### src/rtl/data_memory_pkg.sv
// Shared types and constants for the two-requester data memory arbiter.
package data_memory_pkg;

    typedef enum logic [1:0] {
        IDLE   = 2'd0,
        ACCESS = 2'd1,
        RESP   = 2'd2
    } state_e;

    localparam logic REQ_CPU = 1'b0;
    localparam logic REQ_DBG = 1'b1;

    localparam int unsigned DEFAULT_MEM_DEPTH = 256;

    // Full 32-bit unsigned compare so wrap-around addresses such as 0xFFFFFFFF are caught.
    function automatic logic addr_out_of_range(input logic [31:0] addr, input int unsigned depth);
        return addr >= 32'(depth);
    endfunction

endpackage

### src/rtl/data_memory_arbiter_if.sv
// Requester handshake and memory pin bundle around the data memory arbiter.
interface data_memory_arbiter_if;
    logic        req0_in,   req1_in;
    logic        write0_in, write1_in;
    logic [31:0] addr0_in,  addr1_in;
    logic [31:0] data0_in,  data1_in;
    logic        ack0_out,  ack1_out;
    logic [31:0] rdata_out;
    logic        err_out;
    logic [31:0] mem_addr_out;
    logic [31:0] mem_data_out;
    logic        mem_write_out;
    logic [31:0] mem_data_in;
    logic        busy_out;

    modport slave (
        input  req0_in, req1_in, write0_in, write1_in,
        input  addr0_in, addr1_in, data0_in, data1_in, mem_data_in,
        output ack0_out, ack1_out, rdata_out, err_out,
        output mem_addr_out, mem_data_out, mem_write_out, busy_out
    );

    modport master (
        output req0_in, req1_in, write0_in, write1_in,
        output addr0_in, addr1_in, data0_in, data1_in, mem_data_in,
        input  ack0_out, ack1_out, rdata_out, err_out,
        input  mem_addr_out, mem_data_out, mem_write_out, busy_out
    );
endinterface

### src/rtl/data_memory_arbiter_rr_arbiter_2.sv
// Combinational two-way arbiter; the caller owns the last-grant register.
module rr_arbiter_2
    import data_memory_pkg::*;
#(
    parameter bit ROUND_ROBIN = 1'b1
) (
    input  logic req0_i,
    input  logic req1_i,
    input  logic last_grant_i,
    output logic grant_o,
    output logic grant_valid_o
);

    always_comb begin
        grant_valid_o = req0_i | req1_i;
        grant_o       = REQ_CPU;
        if (req0_i && req1_i) begin
            grant_o = ROUND_ROBIN ? ~last_grant_i : REQ_CPU;
        end else if (req1_i) begin
            grant_o = REQ_DBG;
        end
    end

endmodule

### src/rtl/data_memory_arbiter.sv
// Shares one single-port data memory between the CPU and debug requesters,
// one IDLE -> ACCESS -> RESP transaction at a time with registered memory command.
module data_memory_arbiter
    import data_memory_pkg::*;
#(
    parameter int unsigned MEM_DEPTH   = DEFAULT_MEM_DEPTH,
    parameter bit          ROUND_ROBIN = 1'b1
) (
    input  logic                  clk,
    input  logic                  rst_n,
    data_memory_arbiter_if.slave  bus
);

    state_e      state_q;
    logic        last_grant_q;
    logic        winner_q;
    logic        is_write_q;
    logic        range_err_q;
    logic [31:0] mem_addr_q;
    logic [31:0] mem_data_q;
    logic        mem_write_q;
    logic [31:0] rdata_q;
    logic        err_q;
    logic        ack0_q;
    logic        ack1_q;

    logic        grant;
    logic        grant_valid;
    logic [31:0] sel_addr_d;
    logic [31:0] sel_data_d;
    logic        sel_write_d;
    logic        range_err_d;

    rr_arbiter_2 #(
        .ROUND_ROBIN (ROUND_ROBIN)
    ) u_arb (
        .req0_i        (bus.req0_in),
        .req1_i        (bus.req1_in),
        .last_grant_i  (last_grant_q),
        .grant_o       (grant),
        .grant_valid_o (grant_valid)
    );

    always_comb begin
        sel_addr_d  = (grant == REQ_DBG) ? bus.addr1_in  : bus.addr0_in;
        sel_data_d  = (grant == REQ_DBG) ? bus.data1_in  : bus.data0_in;
        sel_write_d = (grant == REQ_DBG) ? bus.write1_in : bus.write0_in;
        range_err_d = addr_out_of_range(sel_addr_d, MEM_DEPTH);
    end

    always_ff @(posedge clk or negedge rst_n) begin
        if (!rst_n) begin
            state_q      <= IDLE;
            last_grant_q <= REQ_DBG;
            winner_q     <= REQ_CPU;
            is_write_q   <= 1'b0;
            range_err_q  <= 1'b0;
            mem_addr_q   <= '0;
            mem_data_q   <= '0;
            mem_write_q  <= 1'b0;
            rdata_q      <= '0;
            err_q        <= 1'b0;
            ack0_q       <= 1'b0;
            ack1_q       <= 1'b0;
        end else begin
            case (state_q)
                IDLE: begin
                    if (grant_valid) begin
                        mem_addr_q   <= sel_addr_d;
                        mem_data_q   <= sel_data_d;
                        winner_q     <= grant;
                        is_write_q   <= sel_write_d;
                        range_err_q  <= range_err_d;
                        // Out-of-range stores never reach the memory write pin.
                        mem_write_q  <= sel_write_d & ~range_err_d;
                        last_grant_q <= grant;
                        state_q      <= ACCESS;
                    end
                end
                ACCESS: begin
                    rdata_q     <= (range_err_q || is_write_q) ? '0 : bus.mem_data_in;
                    err_q       <= range_err_q;
                    ack0_q      <= (winner_q == REQ_CPU);
                    ack1_q      <= (winner_q == REQ_DBG);
                    mem_write_q <= 1'b0;
                    state_q     <= RESP;
                end
                RESP: begin
                    ack0_q  <= 1'b0;
                    ack1_q  <= 1'b0;
                    err_q   <= 1'b0;
                    state_q <= IDLE;
                end
                default: state_q <= IDLE;
            endcase
        end
    end

    assign bus.mem_addr_out  = mem_addr_q;
    assign bus.mem_data_out  = mem_data_q;
    assign bus.mem_write_out = mem_write_q;
    assign bus.rdata_out     = rdata_q;
    assign bus.err_out       = err_q;
    assign bus.ack0_out      = ack0_q;
    assign bus.ack1_out      = ack1_q;
    assign bus.busy_out      = (state_q != IDLE);

endmodule

### src/flat_wrapper.sv
// flat-port wrapper written by rule: the top's interface ports become plain ports
module data_memory_arbiter_flat import data_memory_pkg::*;
#(
    parameter int unsigned MEM_DEPTH   = DEFAULT_MEM_DEPTH,
    parameter bit          ROUND_ROBIN = 1'b1
)
  (clk, rst_n, bus_req0_in, bus_req1_in, bus_write0_in, bus_write1_in, bus_addr0_in, bus_addr1_in, bus_data0_in, bus_data1_in, bus_mem_data_in, bus_ack0_out, bus_ack1_out, bus_rdata_out, bus_err_out, bus_mem_addr_out, bus_mem_data_out, bus_mem_write_out, bus_busy_out);
  data_memory_arbiter_if bus_i ();
  input  logic clk;
  input  logic rst_n;
  input wire logic [$bits(bus_i.req0_in)-1:0] bus_req0_in;
  input wire logic [$bits(bus_i.req1_in)-1:0] bus_req1_in;
  input wire logic [$bits(bus_i.write0_in)-1:0] bus_write0_in;
  input wire logic [$bits(bus_i.write1_in)-1:0] bus_write1_in;
  input wire logic [$bits(bus_i.addr0_in)-1:0] bus_addr0_in;
  input wire logic [$bits(bus_i.addr1_in)-1:0] bus_addr1_in;
  input wire logic [$bits(bus_i.data0_in)-1:0] bus_data0_in;
  input wire logic [$bits(bus_i.data1_in)-1:0] bus_data1_in;
  input wire logic [$bits(bus_i.mem_data_in)-1:0] bus_mem_data_in;
  output wire logic [$bits(bus_i.ack0_out)-1:0] bus_ack0_out;
  output wire logic [$bits(bus_i.ack1_out)-1:0] bus_ack1_out;
  output wire logic [$bits(bus_i.rdata_out)-1:0] bus_rdata_out;
  output wire logic [$bits(bus_i.err_out)-1:0] bus_err_out;
  output wire logic [$bits(bus_i.mem_addr_out)-1:0] bus_mem_addr_out;
  output wire logic [$bits(bus_i.mem_data_out)-1:0] bus_mem_data_out;
  output wire logic [$bits(bus_i.mem_write_out)-1:0] bus_mem_write_out;
  output wire logic [$bits(bus_i.busy_out)-1:0] bus_busy_out;
  assign bus_i.req0_in = bus_req0_in;
  assign bus_i.req1_in = bus_req1_in;
  assign bus_i.write0_in = bus_write0_in;
  assign bus_i.write1_in = bus_write1_in;
  assign bus_i.addr0_in = bus_addr0_in;
  assign bus_i.addr1_in = bus_addr1_in;
  assign bus_i.data0_in = bus_data0_in;
  assign bus_i.data1_in = bus_data1_in;
  assign bus_i.mem_data_in = bus_mem_data_in;
  assign bus_ack0_out = bus_i.ack0_out;
  assign bus_ack1_out = bus_i.ack1_out;
  assign bus_rdata_out = bus_i.rdata_out;
  assign bus_err_out = bus_i.err_out;
  assign bus_mem_addr_out = bus_i.mem_addr_out;
  assign bus_mem_data_out = bus_i.mem_data_out;
  assign bus_mem_write_out = bus_i.mem_write_out;
  assign bus_busy_out = bus_i.busy_out;
  data_memory_arbiter #(.MEM_DEPTH(MEM_DEPTH), .ROUND_ROBIN(ROUND_ROBIN)) u_core (.clk(clk), .rst_n(rst_n), .bus(bus_i));
endmodule
### config.mk
export PLATFORM = sky130hd
export DESIGN_NAME = data_memory_arbiter_flat
export DESIGN_NICKNAME = d
export VERILOG_FILES = /design/src/rtl/data_memory_pkg.sv /design/src/rtl/data_memory_arbiter_if.sv /design/src/rtl/data_memory_arbiter_rr_arbiter_2.sv /design/src/rtl/data_memory_arbiter.sv /design/src/flat_wrapper.sv
export SDC_FILE = /design/constraint.sdc
export NUM_CORES = 1
export LEC_CHECK = 0
export ABC_AREA = 1
export CORE_MARGIN = 2
export CORE_UTILIZATION = 40
export DETAILED_ROUTE_END_ITERATION = 10
export GPL_TIMING_DRIVEN = 0
export PLACE_DENSITY = 0.88
export SLEW_MARGIN = 0
export SYNTH_ARGS = -nofsm -noshare
export SYNTH_HDL_FRONTEND = slang
export SYNTH_SLANG_ARGS = --single-unit
export TNS_END_PERCENT = 30
### constraint.sdc
create_clock -name clk -period 2.1 [get_ports clk]
set_input_delay 0.42 -clock clk [delete_from_list [all_inputs] [get_ports clk]]
set_output_delay 0.42 -clock clk [all_outputs]
set_load 0.03 [all_outputs]
==> metrics.txt, run 1 <==
initial DRC count 324; Ports 267; TritonCTS clock tree yes; setup TNS 0 ns; routability cong. 0.854; Cell Rows 41; P&R area growth vs syn 62.9%; Synth Net Count 797; Die Y 116 um; Yosys warnings 0; final core utilization 66.1%; detailed-route wire length 17200 um; WL/cell 15.9 um; die width 116 um; via count 5321; leakage power total 3.63 nW; Worst Setup Start Kind flop; vias in the first global route 5327; final routed DRC violation total 0; Power Total 12.2 mW; final period utilization 93.3%; minimum clock period 1.96 ns; DRT Pass-1 Iters 5; final hold vios 0; count of final setup violators 0; Area contributors post-synth dfrtp_1 (52%), o21ai_0 (11%), nand2_1 (11%); post-synthesis sequential area ratio 52.5%; nets 1075; CTS buffer count 9; fraction of registers with async set/reset 100%; Final ANT Viol Nets 0; hold_buf cts 0; M3 GR Usage 7.99%; type of the worst setup path reg2reg; Die ar. 13600 um2; CTS Buffer Depth 2; worst endpoint required time 2.36 ns; Final Cell Area 8240 um2; Worst Skew 0.00515 ns; Core Box Area 12500 um2; Worst Path Max Fanout 10; Worst Reg2Reg Path Length in Cells 6; nature of the critical path endpoint flop; share of the synthesized area in the top cell type 52.0%; gr ovfl total 0; leading area contributor after synthesis dfrtp_1; worst stage delay on the critical path 0.47 ns; Reg clk slew, reported paths 0.07 ns; Rel. slew slack 57.4%; CTS sink count 106; initial antenna violation count 0; Hold Crit Class in2async; Seq cells post-synth 106; most used cell, CP clkbuf_1; crit-path cells inv_1 -> ha_1 -> clkbuf_1 -> clkbuf_1 -> nand3_1 -> o21ai_0; worst hold slack 0.0834 ns; status finished clean; Synth cell types 26; GRT Util Overall 25.8%; Max Freq 510 MHz; largest net degree at the start of global routing 61; Final HPWL DP 13400 um; Power Density 1480 nW/um2; Worst-Margin Slew 0.638 ns; input/output buffers 266; RSZ-0062 raised after global routing yes; number of H-tree levels 3; Cell Area, Synth 5060 um2; critical path's slowest cell clkbuf_1; synthesized area per cell 8.05 um2; cell count after synthesis 628; grt met2 use 44.9%; clock root buffer clkbuf_16; CP arrival 2.22 ns; most used routing layer met2; most common cell in the netlist nand2_1; final max-slew violation count 0; Placed Area 7960 um2; VDD IR max 0.686 mV; Max Cap Viol 0; Via density 4.91; global-route wire length before repair 26800 um; worst skew pair latency 0.35 ns; Antenna diodes 0; Post-synth EDFFs 0; Starting Density 40.6%; commonest cells in the netlist nand2_1 (143), o21ai_0 (113), dfrtp_1 (105); M1 GR Usage 30.0%; layout cell share with drive strength beyond 1 5.49%; top_reg_cell synth dfrtp_1
==> logic make-up (layout without fill, tap and decap cells) <==
group / count (synthesis) / count (layout) / share of synthesized area (%)
DFF: 106 / 106 / 52.5
AOI/OAI and AO/OA: 137 / 137 / 14.1
and+or+nand+nor: 278 / 278 / 23.4
adders and majority gates: 3 / 3 / 0.742
buffers and inverters: 104 / 387 / 9.28
==> power by group <==
group / switching (mW) / internal, mW
logic: 4.27 / 2.71
clock network: 0.784 / 0.840
registers: 0.553 / 3.07
total: 5.61 / 6.62
==> layer usage <==
metal  part of all wire, %  vias to the layer above
met5                     0                        -
met4                   2.2                        0
met3                   8.3                       30
met2                    50                      208
met1                    40                     2503
li1                      -                     2580
==> cells in the final DEF, fill, tap and decap left out, types with 3 or more instances in the layout <==
| cell | synthesis | routed |
|---|---|---|
| buf_2 | 12 | 11 |
| buf_4 | 6 | 7 |
| nor2_1 | 66 | 66 |
| nand3b_1 | 9 | 9 |
| ha_1 | 3 | 3 |
| nand2_1 | 143 | 143 |
| clkbuf_16 | 0 | 9 |
| o21ai_0 | 113 | 113 |
| nand3_1 | 54 | 54 |
| dfrtp_1 | 105 | 105 |
| a31oi_1 | 17 | 17 |
| clkdlybuf4s50_1 | 0 | 264 |
| clkbuf_1 | 16 | 16 |
| inv_1 | 63 | 63 |
| clkinv_2 | 0 | 3 |
| buf_6 | 4 | 4 |
==> per-stage QoR <==
step / setup WS [ns] / cells
floorplan: 0.475 / 628
global placement: -3.48 / 1066
detailed placement: -0.182 / 1067
CTS: 0.0530 / 1083
global route: -0.0193 / 1083
finish: 0.140 / 1083
==> final timing paths <==
| kind | from | to | slack [ns] |
|---|---|---|---|
| max in group asynchronous | rst_n | u_core.last_grant_q | 1.25 |
| worst max-delay path | u_core.state_q[1] | u_core.bus.rdata_out[12] | 0.14 |
| min in group clk | u_core.winner_q | u_core.bus.ack0_out | 0.46 |
| worst min register to register | u_core.winner_q | u_core.bus.ack0_out | 0.46 |
| worst min-delay path | rst_n | u_core.bus.rdata_out[2] | 0.08 |
| worst max register to register | u_core.state_q[1] | u_core.bus.rdata_out[12] | 0.14 |
==> registers in the layout (all words and copies together), names as in the netlist <==
signal / count
u_core.last_grant_q: 1
u_core.bus.ack1_out: 1
u_core.range_err_q: 1
u_core.bus.mem_write_out: 1
u_core.state_q: 2
u_core.bus.mem_data_out: 32
u_core.bus.mem_addr_out: 32
u_core.bus.ack0_out: 1
u_core.bus.err_out: 1
u_core.bus.rdata_out: 32
u_core.winner_q: 1
u_core.is_write_q: 1
==> critical path: cells and delay by family, from the launching register on <==
family,cells,cell delay (ns)
buffers and inverters,3,1.02
DFF,1,0.38
adders and majority gates,1,0.22
and+or+nand+nor,1,0.14
AOI/OAI and AO/OA,1,0.12
==> final cells by class <==
cell class	count	area [um2]
plain buffers	40	231
clock buffers	10	239
clock inverters	6	41.3
fillers	1035	4230
inverters	64	240
multi-input cells	418	1930
flip-flops and latches	106	2650
well taps	172	215
repair buffers	267	2680
==> repair_timing <==
| action | 4_1_cts | 5_1_grt |
|---|---|---|
| setup endpoints to repair | 1 | 4 |
| gates cloned | 0 | 0 |
| gates resized for setup | 1 | 3 |
| setup buffers | 0 | 0 |
Note: power is estimated with default switching activity, not from simulation.
==> inputs of run 2 (changes only) <==
Settings changed: HOLD_SLACK_MARGIN from default to 0.03.
==> results of run 2 <==
Same layout as run 1: the final DEF is identical, and so are final timing and power.
